### config.mk
export PLATFORM = sky130hd
export DESIGN_NAME = alarm_timer_flat
export DESIGN_NICKNAME = d
export VERILOG_FILES = /design/src/rtl/alarm_timer_if.sv /design/src/rtl/alarm_timer.sv /design/src/flat_wrapper.sv
export SDC_FILE = /design/constraint.sdc
export NUM_CORES = 1
export LEC_CHECK = 0
export BUFFER_PORTS_ARGS = -buffer_cell sky130_fd_sc_hd__buf_2
export CAP_MARGIN = 10
export CORE_ASPECT_RATIO = 1.5
export CORE_MARGIN = 4
export CORE_UTILIZATION = 50
export CTS_CLUSTER_DIAMETER = 50
export DETAILED_ROUTE_END_ITERATION = 12
export GPL_TIMING_DRIVEN = 0
export HOLD_SLACK_MARGIN = 0.08
export PLACE_DENSITY = 0.68
export SLEW_MARGIN = 20
export SYNTH_ARGS = -nofsm -noshare
export SYNTH_HDL_FRONTEND = slang
export SYNTH_HIERARCHICAL = 1
export SYNTH_SLANG_ARGS = --single-unit
### constraint.sdc
create_clock -name clk -period 2.6 [get_ports clk]
set_clock_uncertainty 0.05 [all_clocks]
set_input_delay 0.13 -clock clk [delete_from_list [all_inputs] [get_ports clk]]
set_output_delay 0.13 -clock clk [all_outputs]
set_load 0.005 [all_outputs]
### src/rtl/alarm_timer_if.sv
// Alarm timer bus: run enable, raw buttons, delay configuration and the
// observable timer status.
//   master : drives ena, btn_n, clr_n, delay_cfg, snooze_cfg
//   slave  : the timer; drives alarm, state, count, snooze_cnt, press
interface alarm_timer_if #(
  parameter int CNT_W = 8
);
  logic             ena;
  logic             btn_n;
  logic             clr_n;
  logic [CNT_W-1:0] delay_cfg;
  logic [CNT_W-1:0] snooze_cfg;
  logic             alarm;
  logic [1:0]       state;
  logic [CNT_W-1:0] count;
  logic [1:0]       snooze_cnt;
  logic             press;

  modport master (
    output ena, btn_n, clr_n, delay_cfg, snooze_cfg,
    input  alarm, state, count, snooze_cnt, press
  );

  modport slave (
    input  ena, btn_n, clr_n, delay_cfg, snooze_cfg,
    output alarm, state, count, snooze_cnt, press
  );
endinterface

### src/rtl/alarm_timer.sv
// Alarm timer with debounced arm/snooze and dismiss buttons.
//   alarm_timer_db : 2-flop synchronizer plus level debouncer for one
//                    active-low button; emits a one-cycle pulse.
//   alarm_timer    : IDLE -> ARMED -> ALERT <-> SNOOZE timer FSM.
// Ports (top):
//   clk, rst_n          clock, asynchronous active-low reset
//   bus (slave modport) ena, btn_n, clr_n, delay_cfg, snooze_cfg in;
//                       alarm, state, count, snooze_cnt, press out

module alarm_timer_db #(
  parameter int DB_CYCLES = 4
) (
  input  logic clk,
  input  logic rst_n,
  input  logic raw_n,
  output logic pulse
);
  localparam int DBW = (DB_CYCLES < 2) ? 1 : $clog2(DB_CYCLES);
  localparam logic [DBW-1:0] DB_LAST = DBW'(DB_CYCLES - 1);

  // DB_REARM waits for DB_CYCLES released samples, DB_ARMED for
  // DB_CYCLES pressed samples. Reset lands in DB_REARM so a button held
  // through reset must be released before it can fire.
  typedef enum logic {DB_REARM, DB_ARMED} db_state_t;

  logic [1:0]     sync;
  db_state_t      st, st_nxt;
  logic [DBW-1:0] cnt, cnt_nxt;
  logic           pulse_nxt;
  logic           lvl;

  assign lvl = sync[1];

  always_ff @(posedge clk or negedge rst_n) begin
    if (!rst_n) begin
      sync  <= '1;
      st    <= DB_REARM;
      cnt   <= '0;
      pulse <= 1'b0;
    end else begin
      sync  <= {sync[0], raw_n};
      st    <= st_nxt;
      cnt   <= cnt_nxt;
      pulse <= pulse_nxt;
    end
  end

  always_comb begin
    st_nxt    = st;
    cnt_nxt   = cnt;
    pulse_nxt = 1'b0;
    unique case (st)
      DB_ARMED: begin
        if (lvl) begin
          cnt_nxt = '0;
        end else if (cnt == DB_LAST) begin
          pulse_nxt = 1'b1;
          st_nxt    = DB_REARM;
          cnt_nxt   = '0;
        end else begin
          cnt_nxt = cnt + DBW'(1);
        end
      end
      default: begin
        if (!lvl) begin
          cnt_nxt = '0;
        end else if (cnt == DB_LAST) begin
          st_nxt  = DB_ARMED;
          cnt_nxt = '0;
        end else begin
          cnt_nxt = cnt + DBW'(1);
        end
      end
    endcase
  end
endmodule

module alarm_timer #(
  parameter int CNT_W         = 8,
  parameter int DB_CYCLES     = 4,
  parameter int SNOOZE_MAX    = 3,
  parameter int ALERT_TIMEOUT = 200
) (
  input  logic         clk,
  input  logic         rst_n,
  alarm_timer_if.slave bus
);
  localparam logic [CNT_W-1:0] TIMEOUT = CNT_W'(ALERT_TIMEOUT);
  localparam logic [1:0]       SN_MAX  = 2'(SNOOZE_MAX);

  typedef enum logic [1:0] {
    S_IDLE   = 2'b00,
    S_ARMED  = 2'b01,
    S_ALERT  = 2'b10,
    S_SNOOZE = 2'b11
  } state_t;

  state_t           st, st_nxt;
  logic [CNT_W-1:0] cnt, cnt_nxt;
  logic [CNT_W-1:0] dly, dly_nxt;
  logic [CNT_W-1:0] sdly, sdly_nxt;
  logic [1:0]       sc, sc_nxt;
  logic             alarm_q;
  logic             press_p, clr_p;
  logic             press_ev, clr_ev;

  alarm_timer_db #(.DB_CYCLES(DB_CYCLES)) u_db_btn (
    .clk   (clk),
    .rst_n (rst_n),
    .raw_n (bus.btn_n),
    .pulse (press_p)
  );

  alarm_timer_db #(.DB_CYCLES(DB_CYCLES)) u_db_clr (
    .clk   (clk),
    .rst_n (rst_n),
    .raw_n (bus.clr_n),
    .pulse (clr_p)
  );

  // Debouncers free-run; their pulses only count while enabled.
  assign press_ev = press_p & bus.ena;
  assign clr_ev   = clr_p & bus.ena;

  always_ff @(posedge clk or negedge rst_n) begin
    if (!rst_n) begin
      st      <= S_IDLE;
      cnt     <= '0;
      dly     <= '0;
      sdly    <= '0;
      sc      <= '0;
      alarm_q <= 1'b0;
    end else begin
      st      <= st_nxt;
      cnt     <= cnt_nxt;
      dly     <= dly_nxt;
      sdly    <= sdly_nxt;
      sc      <= sc_nxt;
      alarm_q <= (st_nxt == S_ALERT);
    end
  end

  // Within each state, clr is tested before press and both before the
  // phase compare, which gives clr > press > timeout priority.
  always_comb begin
    st_nxt   = st;
    cnt_nxt  = cnt;
    dly_nxt  = dly;
    sdly_nxt = sdly;
    sc_nxt   = sc;
    if (bus.ena) begin
      unique case (st)
        S_IDLE: begin
          if (!clr_ev && press_ev) begin
            st_nxt  = S_ARMED;
            cnt_nxt = '0;
            dly_nxt = bus.delay_cfg;
            sc_nxt  = '0;
          end
        end
        S_ARMED: begin
          if (clr_ev || press_ev) begin
            st_nxt  = S_IDLE;
            cnt_nxt = '0;
          end else if (cnt == dly) begin
            st_nxt  = S_ALERT;
            cnt_nxt = '0;
          end else begin
            cnt_nxt = cnt + CNT_W'(1);
          end
        end
        S_ALERT: begin
          if (clr_ev) begin
            st_nxt  = S_IDLE;
            cnt_nxt = '0;
          end else if (press_ev && (sc < SN_MAX)) begin
            st_nxt   = S_SNOOZE;
            sc_nxt   = sc + 2'd1;
            sdly_nxt = bus.snooze_cfg;
            cnt_nxt  = '0;
          end else if (cnt == TIMEOUT) begin
            // An exhausted-snooze press is a no-op, so the timeout still applies.
            st_nxt  = S_IDLE;
            cnt_nxt = '0;
          end else begin
            cnt_nxt = cnt + CNT_W'(1);
          end
        end
        S_SNOOZE: begin
          if (clr_ev) begin
            st_nxt  = S_IDLE;
            cnt_nxt = '0;
          end else if (cnt == sdly) begin
            st_nxt  = S_ALERT;
            cnt_nxt = '0;
          end else begin
            cnt_nxt = cnt + CNT_W'(1);
          end
        end
        default: begin
          st_nxt  = S_IDLE;
          cnt_nxt = '0;
        end
      endcase
    end
  end

  assign bus.alarm      = alarm_q;
  assign bus.state      = st;
  assign bus.count      = cnt;
  assign bus.snooze_cnt = sc;
  assign bus.press      = press_p;
endmodule

### src/flat_wrapper.sv
// flat-port wrapper written by rule: the top's interface ports become plain ports
module alarm_timer_flat 
#(
  parameter int CNT_W         = 8,
  parameter int DB_CYCLES     = 4,
  parameter int SNOOZE_MAX    = 3,
  parameter int ALERT_TIMEOUT = 200
)
  (clk, rst_n, bus_ena, bus_btn_n, bus_clr_n, bus_delay_cfg, bus_snooze_cfg, bus_alarm, bus_state, bus_count, bus_snooze_cnt, bus_press);
  alarm_timer_if #(.CNT_W(CNT_W)) bus_i ();
  input  logic clk;
  input  logic rst_n;
  input wire logic [$bits(bus_i.ena)-1:0] bus_ena;
  input wire logic [$bits(bus_i.btn_n)-1:0] bus_btn_n;
  input wire logic [$bits(bus_i.clr_n)-1:0] bus_clr_n;
  input wire logic [$bits(bus_i.delay_cfg)-1:0] bus_delay_cfg;
  input wire logic [$bits(bus_i.snooze_cfg)-1:0] bus_snooze_cfg;
  output wire logic [$bits(bus_i.alarm)-1:0] bus_alarm;
  output wire logic [$bits(bus_i.state)-1:0] bus_state;
  output wire logic [$bits(bus_i.count)-1:0] bus_count;
  output wire logic [$bits(bus_i.snooze_cnt)-1:0] bus_snooze_cnt;
  output wire logic [$bits(bus_i.press)-1:0] bus_press;
  assign bus_i.ena = bus_ena;
  assign bus_i.btn_n = bus_btn_n;
  assign bus_i.clr_n = bus_clr_n;
  assign bus_i.delay_cfg = bus_delay_cfg;
  assign bus_i.snooze_cfg = bus_snooze_cfg;
  assign bus_alarm = bus_i.alarm;
  assign bus_state = bus_i.state;
  assign bus_count = bus_i.count;
  assign bus_snooze_cnt = bus_i.snooze_cnt;
  assign bus_press = bus_i.press;
  alarm_timer #(.CNT_W(CNT_W), .DB_CYCLES(DB_CYCLES), .SNOOZE_MAX(SNOOZE_MAX), .ALERT_TIMEOUT(ALERT_TIMEOUT)) u_core (.clk(clk), .rst_n(rst_n), .bus(bus_i));
endmodule
Word level (Yosys, flattened, before mapping)
Index checks and enable logic that the tools add are counted.
{"block": "classes", "reduce_logical": 10, "eq_ne": 12, "n_div": 0, "mul": 0, "mux": 45, "n_shift": 0, "n_lt_le_gt_ge": 1, "addsub": 4, "bitwise": 3}
{"operator": "$mux W8", "n": 8}
{"operator": "$mux W2", "n": 20}
{"operator": "$pmux W8 S4", "n": 1}
{"operator": "$eq A8 B8 Y1", "n": 2}
{"operator": "$mux W1", "n": 14}
{"operator": "$eq A2 B2 Y1 const B", "n": 5}
{"operator": "$add A8 B1 Y8 const B", "n": 1}
{"operator": "$eq A8 B8 Y1 const B", "n": 1}
{"operator": "$pmux W2 S4", "n": 1}
{"operator": "$add A2 B1 Y2 const B", "n": 3}
{"operator": "$reduce_and A5 Y1", "n": 1}
{"operator": "$ne A2 B1 Y1 const B", "n": 2}
{"operator": "$pmux W2 S2", "n": 1}
{"operator": "$reduce_and A4 Y1", "n": 1}
{"operator": "$reduce_and A3 Y1", "n": 1}
{"operator": "$and A1 B1 Y1", "n": 2}
{"operator": "$eq A2 B1 Y1 const B", "n": 1}
{"operator": "$logic_and A1 B1 Y1", "n": 2}
{"operator": "$logic_not A2 Y1", "n": 1}
{"operator": "$lt A2 B2 Y1 const B", "n": 1}
{"operator": "$ne A2 B2 Y1 const B", "n": 1}
{"operator": "$reduce_and A2 Y1", "n": 1}
{"operator": "$reduce_bool A2 Y1", "n": 1}
{"operator": "$logic_not A1 Y1", "n": 1}
{"operator": "other kinds (2)", "n": 2}
{"block": "word_totals", "word_cells": 89, "output_inout_bits": 14, "latchBits": 0, "memories": 0, "ff_bits": 41, "romBits": 0, "ram_bits": 0, "in_bits": 21}

Depth between registers and ports, before layout
Gate-level depths: netlist (run 1).
{"block": "logic_depth", "word_depth": 7, "ltp_mapped": 8, "ltp_nobuf": 7}

Modules after synthesis
The synthesis (run 1) kept the hierarchy.
{"module": "alarm_timer", "instances": 1, "area_per_inst_um2": 1672.9, "seq_area_each_um2": 725.7, "cells_per_inst": 153}
{"module": "alarm_timer_db", "instances": 2, "area_per_inst_um2": 211.5, "seq_area_each_um2": 152.6, "cells_per_inst": 13}

Worst setup path after synthesis (run 1)
No wires, ideal clock.
{"block": "synth_timing", "path_kind": "register -> register", "from": "register u_core.cnt[2], in the netlist u_core/bus.count[2]", "to": "register u_core.cnt[3], in the netlist u_core/bus.count[3]", "setup_ns": 0.136, "path_stages_with_launch": 6, "arrival_ns": 1.542, "period_less_slack_ns": 1.729, "path_buffers": 1, "path_slack_ns": 0.871, "required_time_ns": 2.414, "cell_sequence": "dfrtp_1 buf_6 or3b_1 o211a_1 nor4_4 o22ai_1"}
{"block": "synth_via", "elab_chain_cells": 5, "elab_cells_between_ends": 12, "classes_between": "add/sub (1); eq/ne (3); mux (8)"}
{"element": "start, declared", "line_no": "alarm_timer.sv:99", "source": "logic [CNT_W-1:0] cnt, cnt_nxt;"}
{"element": "start signal, assigned", "line_no": "alarm_timer.sv:135", "source": "cnt <= cnt_nxt;"}
{"element": "$add A8 B1 Y8 / $eq A8 B8 Y1 (equally long branches)"}
{"element": "$mux W8", "line_no": "alarm_timer.sv:181", "source": "end else if (cnt == TIMEOUT) begin"}
{"element": "$mux W8", "line_no": "alarm_timer.sv:176", "source": "end else if (press_ev && (sc < SN_MAX)) begin"}
{"element": "$mux W8", "line_no": "alarm_timer.sv:173", "source": "if (clr_ev) begin"}
{"element": "$pmux W8 S4 (*)", "line_no": "alarm_timer.sv:152", "source": "unique case (st)"}
Mark *: on every way between the ends. The rest lies on a longest branch, timed or not.
A chain may end at the register's enable or synchronous reset.

Final worst setup path (run 1)
{"block": "layout_timing", "from": "register u_core.cnt[4], in the netlist u_core/bus.count[4]", "to": "register u_core.cnt[1], in the netlist u_core/bus.count[1]"}
{"block": "layout_via", "elab_chain_cells": 5, "elab_cells_between_ends": 11, "classes_between": "eq/ne (3); mux (8)"}
{"element": "$eq A8 B8 Y1", "line_no": "alarm_timer.sv:181"}
{"element": "$mux W8", "line_no": "alarm_timer.sv:181"}
{"element": "$mux W8", "line_no": "alarm_timer.sv:176"}
{"element": "$mux W8", "line_no": "alarm_timer.sv:173"}
{"element": "$pmux W8 S4 (*)", "line_no": "alarm_timer.sv:152"}
Marked as above.

==> run metrics, run 1 <==
TritonCTS clock tree=built; starting DRC count in detailed routing=40; H-tree lvl count=2; post-synthesis sequential area ratio=0.4919; Worst Hold Launch=bus_ena; cell taking the most area after synthesis=dfrtp_1; Avg Synthesized Cell Area=11.71 um2; CTS max path bufs=2; Synth Flop Type=dfrtp_1; RR Startpoint=u_core/bus.count[4]; dominant cells by area after synthesis=dfrtp_1 44%, mux2_2 8.6%, xnor2_1 6.7%; Die Y=87.29 um; async set-reset flop share out of synthesis=1.000; Root Buffer Master=clkbuf_8; EDFF count, synth=0; Peak supply drop=0.7438 mV; final setup violating endpoints=0; post-synth top area share=0.4418; Synth Cell Area=0.002096 mm2; largest net degree at the start of global routing=42; first-pass GRT wire length=7348 um; Period minus WS final=1954 ps; Worst-Skew Late Latency=290 ps; final setup TNS=0 ps; FF-to-FF End=u_core/bus.count[1]; post-CTS setup buffer count=0; share of layout cells above drive strength 1=0.3473; count of cells along the worst hold path=3; Detail Route Antenna Nets=0; R2R setup slack=650 ps; CP Launch Type=flop; core footprint=0.003994 mm2; Post-Syn Nets=205; P per Cell Area=829.9 mW/mm2; Detailed Route WL=4243 um; Total Nets Final=264; MaxCap Viol Count=0; post-DR wirelength/cell=14.94 um; Ports=35; gpl congestion=0.8915; post-cts hold buffer count=19; Min-Delay Path Class=in -> reg; overall routing resource usage=0.1851; top post-synthesis cells by count=37 x dfrtp_1, 16 x mux2_2, 16 x xnor2_1; ant diodes=0; Hold Slack=164.7 ps; TritonCTS Buffers=5; DRC=0; grt total ovfl=0; area grow syn2layout=24.00%; final number of max-transition violations=0; clock sink total=41; critical path arrival=2060 ps; Synth Instances=179; Starting Density=0.5247; R2R depth=6; final hold vios=0; CP required=2710 ps; vias in the first global route=1660; final worst path period share=0.7517; drt pass-1 iters=4; Worst-Margin Slew=873.8 ps; RSZ-0062 raised after global routing=no; vias=1567; Worst Setup End Kind=flop; run status=finished, final reports clean; DP Wirelength=3279 um; total number of yosys warnings=6; die width=60.86 um; Yosys cell types=47; Worst Hold End=u_core/bus.state[1]; Relative slew margins=0.4175; critical path type=reg -> reg; initial antenna violation count=0; clock slew at reported path FFs=80 ps; port bufs=33; row cnt=28; fmax=511.7 MHz; flops & latches, synth=41; final core utilization=0.6507; worst-path fanout max=7; die area=0.005312 mm2; Post-CTS Resized=0; most numerous cell in the Yosys netlist=dfrtp_1; DR vias/cell=5.518; leak pwr=0.001188 uW
[sequential cells by signal (all words and copies together), names as in the netlist, named ones only]
| name | count |
|---|---|
| u_core/bus.alarm | 1 |
| u_core/bus.count | 8 |
| u_core/bus.snooze_cnt | 2 |
| u_core/bus.state | 2 |
| u_core/dly | 8 |
| u_core/sdly | 8 |
| u_core/u_db_btn/cnt | 2 |
| u_core/u_db_btn/pulse | 1 |
| u_core/u_db_btn/sync | 2 |
| u_core/u_db_clr/cnt | 2 |
| u_core/u_db_clr/pulse | 1 |
| u_core/u_db_clr/sync | 2 |
[stage by stage]
| stage | instances | worst slack, ps | instance area, um2 | power (uW) |
|---|---|---|---|---|
| floorplan | 179 | 871.3 | 2096 | 1503 |
| global route | 284 | 485.4 | 2599 | 2325 |
| CTS | 284 | 620.8 | 2599 | 2186 |
| global placement | 257 | 689.5 | 2317 | 1685 |
| detailed placement | 257 | 644.8 | 2317 | 1744 |
| finish | 284 | 645.6 | 2599 | 2157 |
[logic make-up (layout without fill, tap and decap cells)]
family,after synthesis,in the layout,share of synthesized area
xor+xnor,18,18,0.07522
fa+ha+maj,5,5,0.02985
compound gates,30,30,0.1009
flops,41,41,0.4919
simple gates,54,54,0.1570
buf+inv,12,72,0.04358
mux,19,19,0.1015
[where the power goes]
| group | leakage [uW] | switching [uW] | internal, uW |
|---|---|---|---|
| registers | 0.000539 | 131 | 802 |
| clock network | 0.0000364 | 227 | 188 |
| logic | 0.000613 | 401 | 407 |
| total | 0.00119 | 759 | 1400 |
[layout make-up]
type                            instances  area (um2)
Fill cell                             325        1395
Multi-Input combinational cell        126       973.4
Clock buffer                            5       68.82
Tap cell                               45       56.30
Clock inverter                          3       22.52
Inverter                                4       15.01
Buffer                                  8       76.32
Timing Repair Buffer                   52       355.3
Sequential cell                        41        1031
[metal layers]
metal | track usage | vias to the layer above | part of all wire
met1 | 0.2093 | 756 | 0.39
met4 | 0.07298 | 0 | 0.023
met5 | 0 | - | 0
li1 | - | 751 | -
met2 | 0.3233 | 51 | 0.54
met3 | 0.04599 | 9 | 0.050
[layout by cell type (no fill, tap or decap), drive strengths merged, types with 2 or more instances in the layout]
master	n
nor4	2
mux2	18
nand4	4
o22ai	3
dfstp	4
a21oi	6
and2	2
nor3b	4
xnor2	16
clkinvlp	3
buf	40
ha	5
or2	2
nor3	5
xor2	2
nor2	9
and2b	2
o31ai	2
nand2	13
dlygate4sd3	19
clkbuf	6
o21ai	11
nand3	6
inv	4
o2111a	2
dfrtp	37
[worst max-delay path by stage]
stage	start	end	slack, ps	depth (start not counted)
3_3_place_gp	u_core/bus.count[0]	u_core/bus.count[1]	690	6
5_1_grt	u_core/bus.snooze_cnt[0]	u_core/bus.count[1]	490	6
2_1_floorplan	u_core/bus.count[2]	u_core/bus.count[3]	870	5
4_1_cts	u_core/bus.count[0]	u_core/bus.count[1]	620	6
6_report	u_core/bus.count[4]	u_core/bus.count[1]	650	6
3_5_place_dp	u_core/bus.count[0]	u_core/bus.count[1]	640	6
[worst max-delay path: stages (launching register included)]
cell and delay [ps]:
dfrtp_1 380, buf_2 180, xnor2_1 150, nand4_1 170, o2111a_1 370, nor3_2 390, o22ai_1 140
Note: power is estimated with default switching activity, not from simulation.
==> inputs of run 2 (changes only) <==
==> constraint.sdc (replaced) <==
create_clock -name clk -period 2 [get_ports clk]
set_clock_uncertainty 0.05 [all_clocks]
set_input_delay 0.1 -clock clk [delete_from_list [all_inputs] [get_ports clk]]
set_output_delay 0.1 -clock clk [all_outputs]
set_load 0.005 [all_outputs]
==> run 2 against run 1 <==
Combinational power is 37% higher. Clock power grew 30%. Critical path depth unchanged. Cell area rose by 0.72%. Non-clock buffer count rose by 1. Clock-buffer cell count stayed put. Sequential power increased by 30%. Die area is the same.
==> run metrics, run 2 (synthesized netlist as in run 1, its figures left out) <==
run status=finished, final reports clean; vias in the first global route=1660 (unchanged); largest net degree at the start of global routing=42 (unchanged); Register Area=0.001031 mm2 (unchanged); final setup violating endpoints=0 (unchanged); grt total ovfl=0 (unchanged); Multi-input gate area=984.7 um2 (+1.2%); final setup TNS=0 ps (unchanged); Min-Delay Path Class=in -> reg; Relative slew margins=0.4147 (-0.002762); share of layout cells above drive strength 1=0.3625 (+0.01522); critical path arrival=2020 ps (-40 ps); critical path type=reg -> reg; leak pwr=0.001190 uW (+0.14%); setup slack at placement=44.83 ps (-600.0 ps); starting DRC count in detailed routing=33 (-18%); commonest non-fill, non-tap cell in the layout=dfrtp_1; Root Buffer Master=clkbuf_8; Starting Density=0.5247 (unchanged); final worst path period share=0.9503 (+0.1986); Ports=35 (unchanged); gpl congestion=0.8915 (unchanged); H-tree lvl count=2 (unchanged); buffer and inverter count on the worst path=1 (unchanged); CP delay by family, top=compound AO/OA/AOI/OAI gates; RR Startpoint=u_core/bus.count[0]; initial antenna violation count=0 (unchanged); MaxCap Viol Count=0 (unchanged); drt pass-1 iters=4 (unchanged); Worst Setup End Kind=flop; DP Wirelength=3279 um (unchanged); Layout fillers=323 (-0.62%); vias=1572 (+0.32%); Worst Hold End=u_core/bus.state[1]; most frequent cells in the layout=37 x dfrtp_1, 35 x buf_2, 19 x dlygate4sd3_1; Period minus WS final=1901 ps (-53.79 ps); core footprint=0.003994 mm2 (unchanged); crit-path cells=buf_2 > xnor2_1 > nand4_1 > o2111a_2 > nor4_4 > o22ai_1; CTS max path bufs=2 (unchanged); P per Cell Area=1092 mW/mm2 (+32%); worst-path fanout max=6 (-1); die area=0.005312 mm2 (unchanged); TritonCTS clock tree=built; final number of max-transition violations=0 (unchanged); Peak supply drop=0.9647 mV (+30%); port bufs=33 (unchanged); CP Launch Type=flop; final hold vios=0 (unchanged); CP required=2120 ps (-590 ps); DR vias/cell=5.516 (about the same); count of cells along the worst hold path=3 (unchanged); Detailed Route WL=4295 um (+1.2%); DRC=0 (unchanged); Die Y=87.29 um (unchanged); clock slew at reported path FFs=80 ps (about the same); fmax=526.2 MHz (+2.8%); R2R depth=6 (unchanged); CP max stage delay=400 ps (about the same); ant diodes=0 (unchanged); overall routing resource usage=0.1851 (unchanged); FF-to-FF End=u_core/bus.count[3]; Worst Hold Launch=bus_ena; Total Nets Final=265 (+0.38%); Detail Route Antenna Nets=0 (unchanged); post-route setup slack=99.41 ps (-546.2 ps); clock sink total=41 (unchanged); R2R setup slack=100 ps (-550 ps); post-DR wirelength/cell=15.07 um (+0.87%); Worst-Skew Late Latency=290 ps (about the same); first-pass GRT wire length=7348 um (unchanged); Worst-Margin Slew=878.0 ps (+4.142 ps); Critical Path Slowest Stage Cell=dfrtp_1; die width=60.86 um (unchanged); area grow syn2layout=24.90%; row cnt=28 (unchanged); TritonCTS Buffers=5 (unchanged)
[run 2: cell types whose count changed in the layout (fill, tap and decap cells not counted), sizes merged]
cell,change
buf,+1
[run 2: repair_timing]
item,CTS,global route
setup endpoints to repair,0,6
resized for setup,0,4
endpoints found under the hold margin,55,0
setup buffers,0,1
hold buffers,19,0
[run 2: worst reg2reg max path: stages (launching register included)]
cell and delay, ps:
dfrtp_1 400, buf_2 180, xnor2_1 140, nand4_1 170
o2111a_2 370, nor4_4 320, o22ai_1 130
[run 2: how the worst max path moves through the flow]
| stage | slack (ps) | to | cells past startpoint | from |
|---|---|---|---|---|
| after global routing | -30 | u_core/bus.count[3] | 6 | u_core/bus.count[0] |
| after detailed placement | 40 | u_core/bus.count[1] | 6 | u_core/bus.count[0] |
| final | 100 | u_core/bus.count[3] | 6 | u_core/bus.count[0] |
| after global placement | 90 | u_core/bus.count[1] | 6 | u_core/bus.count[0] |
| after floorplan | 270 | u_core/bus.count[3] | 5 | u_core/bus.count[2] |
| after CTS | 20 | u_core/bus.count[1] | 6 | u_core/bus.count[0] |
[run 2: through the flow]
| step | instances | hold WS (ps) | utilization | total power, uW | cell area [um2] |
|---|---|---|---|---|---|
| floorplan | 179 | -245.6 | - | 1954 | 2096 |
| global placement | 257 | 155.8 | 0.5802 | 2190 | 2317 |
| detailed placement | 257 | 156.2 | 0.5802 | 2267 | 2317 |
| CTS | 284 | 126.4 | 0.6507 | 2842 | 2599 |
| global route | 285 | 148.8 | 0.6554 | 3075 | 2618 |
| finish | 285 | 134.7 | 0.6554 | 2858 | 2618 |
[run 2: routing by layer]
metal	up-vias	share of wire	wire length, um	global-route usage
met5	-	0	0	0
met4	0	0.022	96	0.07298
met3	9	0.035	152	0.04599
met2	36	0.54	2319	0.3233
met1	773	0.40	1726	0.2093
li1	754	-	-	-
[run 2: cell type report]
| class | count | share of cell area |
|---|---|---|
| Clock buffer | 5 | 0.02629 |
| Tap cell | 45 | 0.02151 |
| Multi-Input combinational cell | 126 | 0.3762 |
| Buffer | 8 | 0.02916 |
| Inverter | 4 | 0.005736 |
| Timing Repair Buffer | 53 | 0.1386 |
| Clock inverter | 3 | 0.008604 |
| Sequential cell | 41 | 0.3939 |
[run 2: report_power, final]
group	total, uW	switching [uW]	internal, uW
sequential	1210	171	1040
clock	539	294	245
combinational	1110	546	560
==> inputs of run 3 (changes only) <==
--- a/config.mk
+++ b/config.mk
@@ -5,6 +5,7 @@
 export SDC_FILE = /design/constraint.sdc
 export NUM_CORES = 1
 export LEC_CHECK = 0
+export ABC_CLOCK_PERIOD_IN_PS = 2000
 export BUFFER_PORTS_ARGS = -buffer_cell sky130_fd_sc_hd__buf_2
 export CAP_MARGIN = 10
 export CORE_ASPECT_RATIO = 1.5
@@ -15,6 +16,7 @@
 export GPL_TIMING_DRIVEN = 0
 export HOLD_SLACK_MARGIN = 0.08
 export PLACE_DENSITY = 0.68
+export SETUP_SLACK_MARGIN = 0.15
 export SLEW_MARGIN = 20
 export SYNTH_ARGS = -nofsm -noshare
 export SYNTH_HDL_FRONTEND = slang
==> run 3 against run 2 <==
Fmax rose by 1.3%. Largest power group is now combinational logic. Power rose by 14%. Clock-buffer cell count did not move. Cell area rose by 8.2%.
==> run metrics, run 3 (synthesized netlist as in run 1, its figures left out) <==
overall routing resource usage=0.1873 (+0.002201); Starting Density=0.5247 (unchanged); final worst path period share=0.9379 (-0.01235); Relative slew margins=0.4129 (-0.001771); Detail Route Antenna Nets=0 (unchanged); fmax=533.1 MHz (+1.3%); count of cells along the worst hold path=3 (unchanged); Min-Delay Path Class=in -> reg; first-pass GRT wire length=7486 um (+1.9%); RSZ-0062 raised after global routing=yes; share of layout cells above drive strength 1=0.4585 (+0.09600); worst-path fanout max=7 (+1); post-DR wirelength/cell=15.49 um (+2.8%); final number of max-transition violations=0 (unchanged); R2R setup slack=120 ps (+20 ps); R2R depth=6 (unchanged); largest net degree at the start of global routing=42 (unchanged); most frequent cells in the layout=35 x dfrtp_1, 33 x buf_2, 19 x dlygate4sd3_1; sequential power share=0.379 (-0.046); row cnt=28 (unchanged); final hold vios=0 (unchanged); grt total ovfl=0 (unchanged); commonest non-fill, non-tap cell in the layout=dfrtp_1; Peak supply drop=0.9793 mV (+1.5%); TritonCTS Buffers=5 (unchanged); DRC=0 (unchanged); FF-to-FF End=u_core/bus.count[3]; clock slew at reported path FFs=80 ps (about the same); port bufs=33 (unchanged); Worst Setup End Kind=flop; area grow syn2layout=35.10%; Comb power frac=0.456 (+0.069); critical path arrival=1990 ps (-30 ps); H-tree lvl count=2 (unchanged); Ports=35 (unchanged); P per Cell Area=1147 mW/mm2 (+5.0%); P_sw=1132 uW (+12%); run status=finished, final reports clean; Hold Slack=145.3 ps (+10.63 ps); Worst-Margin Slew=880.6 ps (+2.657 ps); DR vias/cell=5.574 (+1.1%); core footprint=0.003994 mm2 (unchanged); CP Launch Type=flop; ant diodes=0 (unchanged); Worst Hold End=u_core/bus.state[1]; Detailed Route WL=4616 um (+7.5%); Pint=2116 uW (+15%); starting DRC count in detailed routing=46 (+39%); RR Startpoint=u_core/bus.count[2]; switch share=0.3486 (-0.005030); Clock Power Share=0.165 (-0.023); Die Y=87.29 um (unchanged); Final Power=3248 uW (+14%); gpl congestion=0.8915 (unchanged); leak pwr=0.001269 uW (+6.7%); critical path type=reg -> reg; final setup violating endpoints=0 (unchanged); vias in the first global route=1667 (+0.42%); DP Wirelength=3279 um (unchanged); vias=1661 (+5.7%); Period minus WS final=1876 ps (-24.69 ps); Root Buffer Master=clkbuf_8; drt pass-1 iters=4 (unchanged); initial antenna violation count=0 (unchanged); CTS max path bufs=2 (unchanged); CP required=2110 ps (about the same); Total Nets Final=278 (+4.9%); MaxCap Viol Count=0 (unchanged); die width=60.86 um (unchanged); final setup TNS=0 ps (unchanged); Worst-Skew Late Latency=290 ps (about the same); Worst Hold Launch=bus_ena; die area=0.005312 mm2 (unchanged); clock sink total=41 (unchanged); TritonCTS clock tree=built
==> run 3: cell count changes in the layout (fill, tap and decap cells not counted), sizes merged <==
cell,before,now
buf,41,54
==> run 3: timing repair <==
action | CTS | global route
hold endpoints to repair | 55 | 0
gates resized for setup | 9 | 20
setup endpoints to repair | 16 | 18
buffers inserted | 3 | 11
hold buffers | 19 | 0
pin swaps | 8 | 16
==> run 3: worst max-delay path, stage by stage (launching register included) <==
cell and delay, ps:
dfrtp_1 390, buf_6 150, xnor2_2 120, nand4_1 180, o2111a_2 380, nor4_4 340, o22ai_1 140
==> run 3: metrics by stage <==
stage / cells / util / cell area (um2) / worst slack [ps]
6_report: 298 / 0.7090 / 2831 / 124.1
4_1_cts: 287 / 0.6632 / 2649 / 143.2
3_3_place_gp: 257 / 0.5802 / 2317 / 89.45
3_5_place_dp: 257 / 0.5802 / 2317 / 44.83
5_1_grt: 298 / 0.7090 / 2831 / 11.91
2_1_floorplan: 179 / - / 2096 / 271.3
==> run 3: how the worst max path moves through the flow <==
stage                              startpoint                   to  slack [ps]  cells past startpoint
after floorplan           u_core/bus.count[2]  u_core/bus.count[3]         270                      5
after global placement    u_core/bus.count[0]  u_core/bus.count[1]          90                      6
after detailed placement  u_core/bus.count[0]  u_core/bus.count[1]          40                      6
after CTS                 u_core/bus.count[0]  u_core/bus.count[4]         140                      6
after global routing      u_core/bus.count[5]  u_core/bus.count[3]          10                      6
final                     u_core/bus.count[2]  u_core/bus.count[3]         120                      6
==> run 3: area by class of cell <==
type	count	area [um2]
repair buffers	66	460.4
clock inverters	3	22.52
multi-input cells	126	1086
well taps	45	56.30
inverters	4	15.01
fillers	292	1162
plain buffers	8	88.84
clock buffers	5	68.82
flip-flops and latches	41	1033
==> run 3: power groups by stage <==
stage	clock (uW)	sequential, uW	combinational [uW]
detailed placement	0	1230	1030
global placement	0	1220	973
floorplan	0	1200	757
finish	535	1230	1480
global route	594	1260	1620
CTS	558	1220	1170
==> run 3: routing by layer <==
layer,vias up,wire length [um],track usage
met3,7,233,0.03858
met1,821,1799,0.2164
met5,-,0,0
met2,51,2501,0.3301
li1,782,-,-
met4,0,80,0.06903
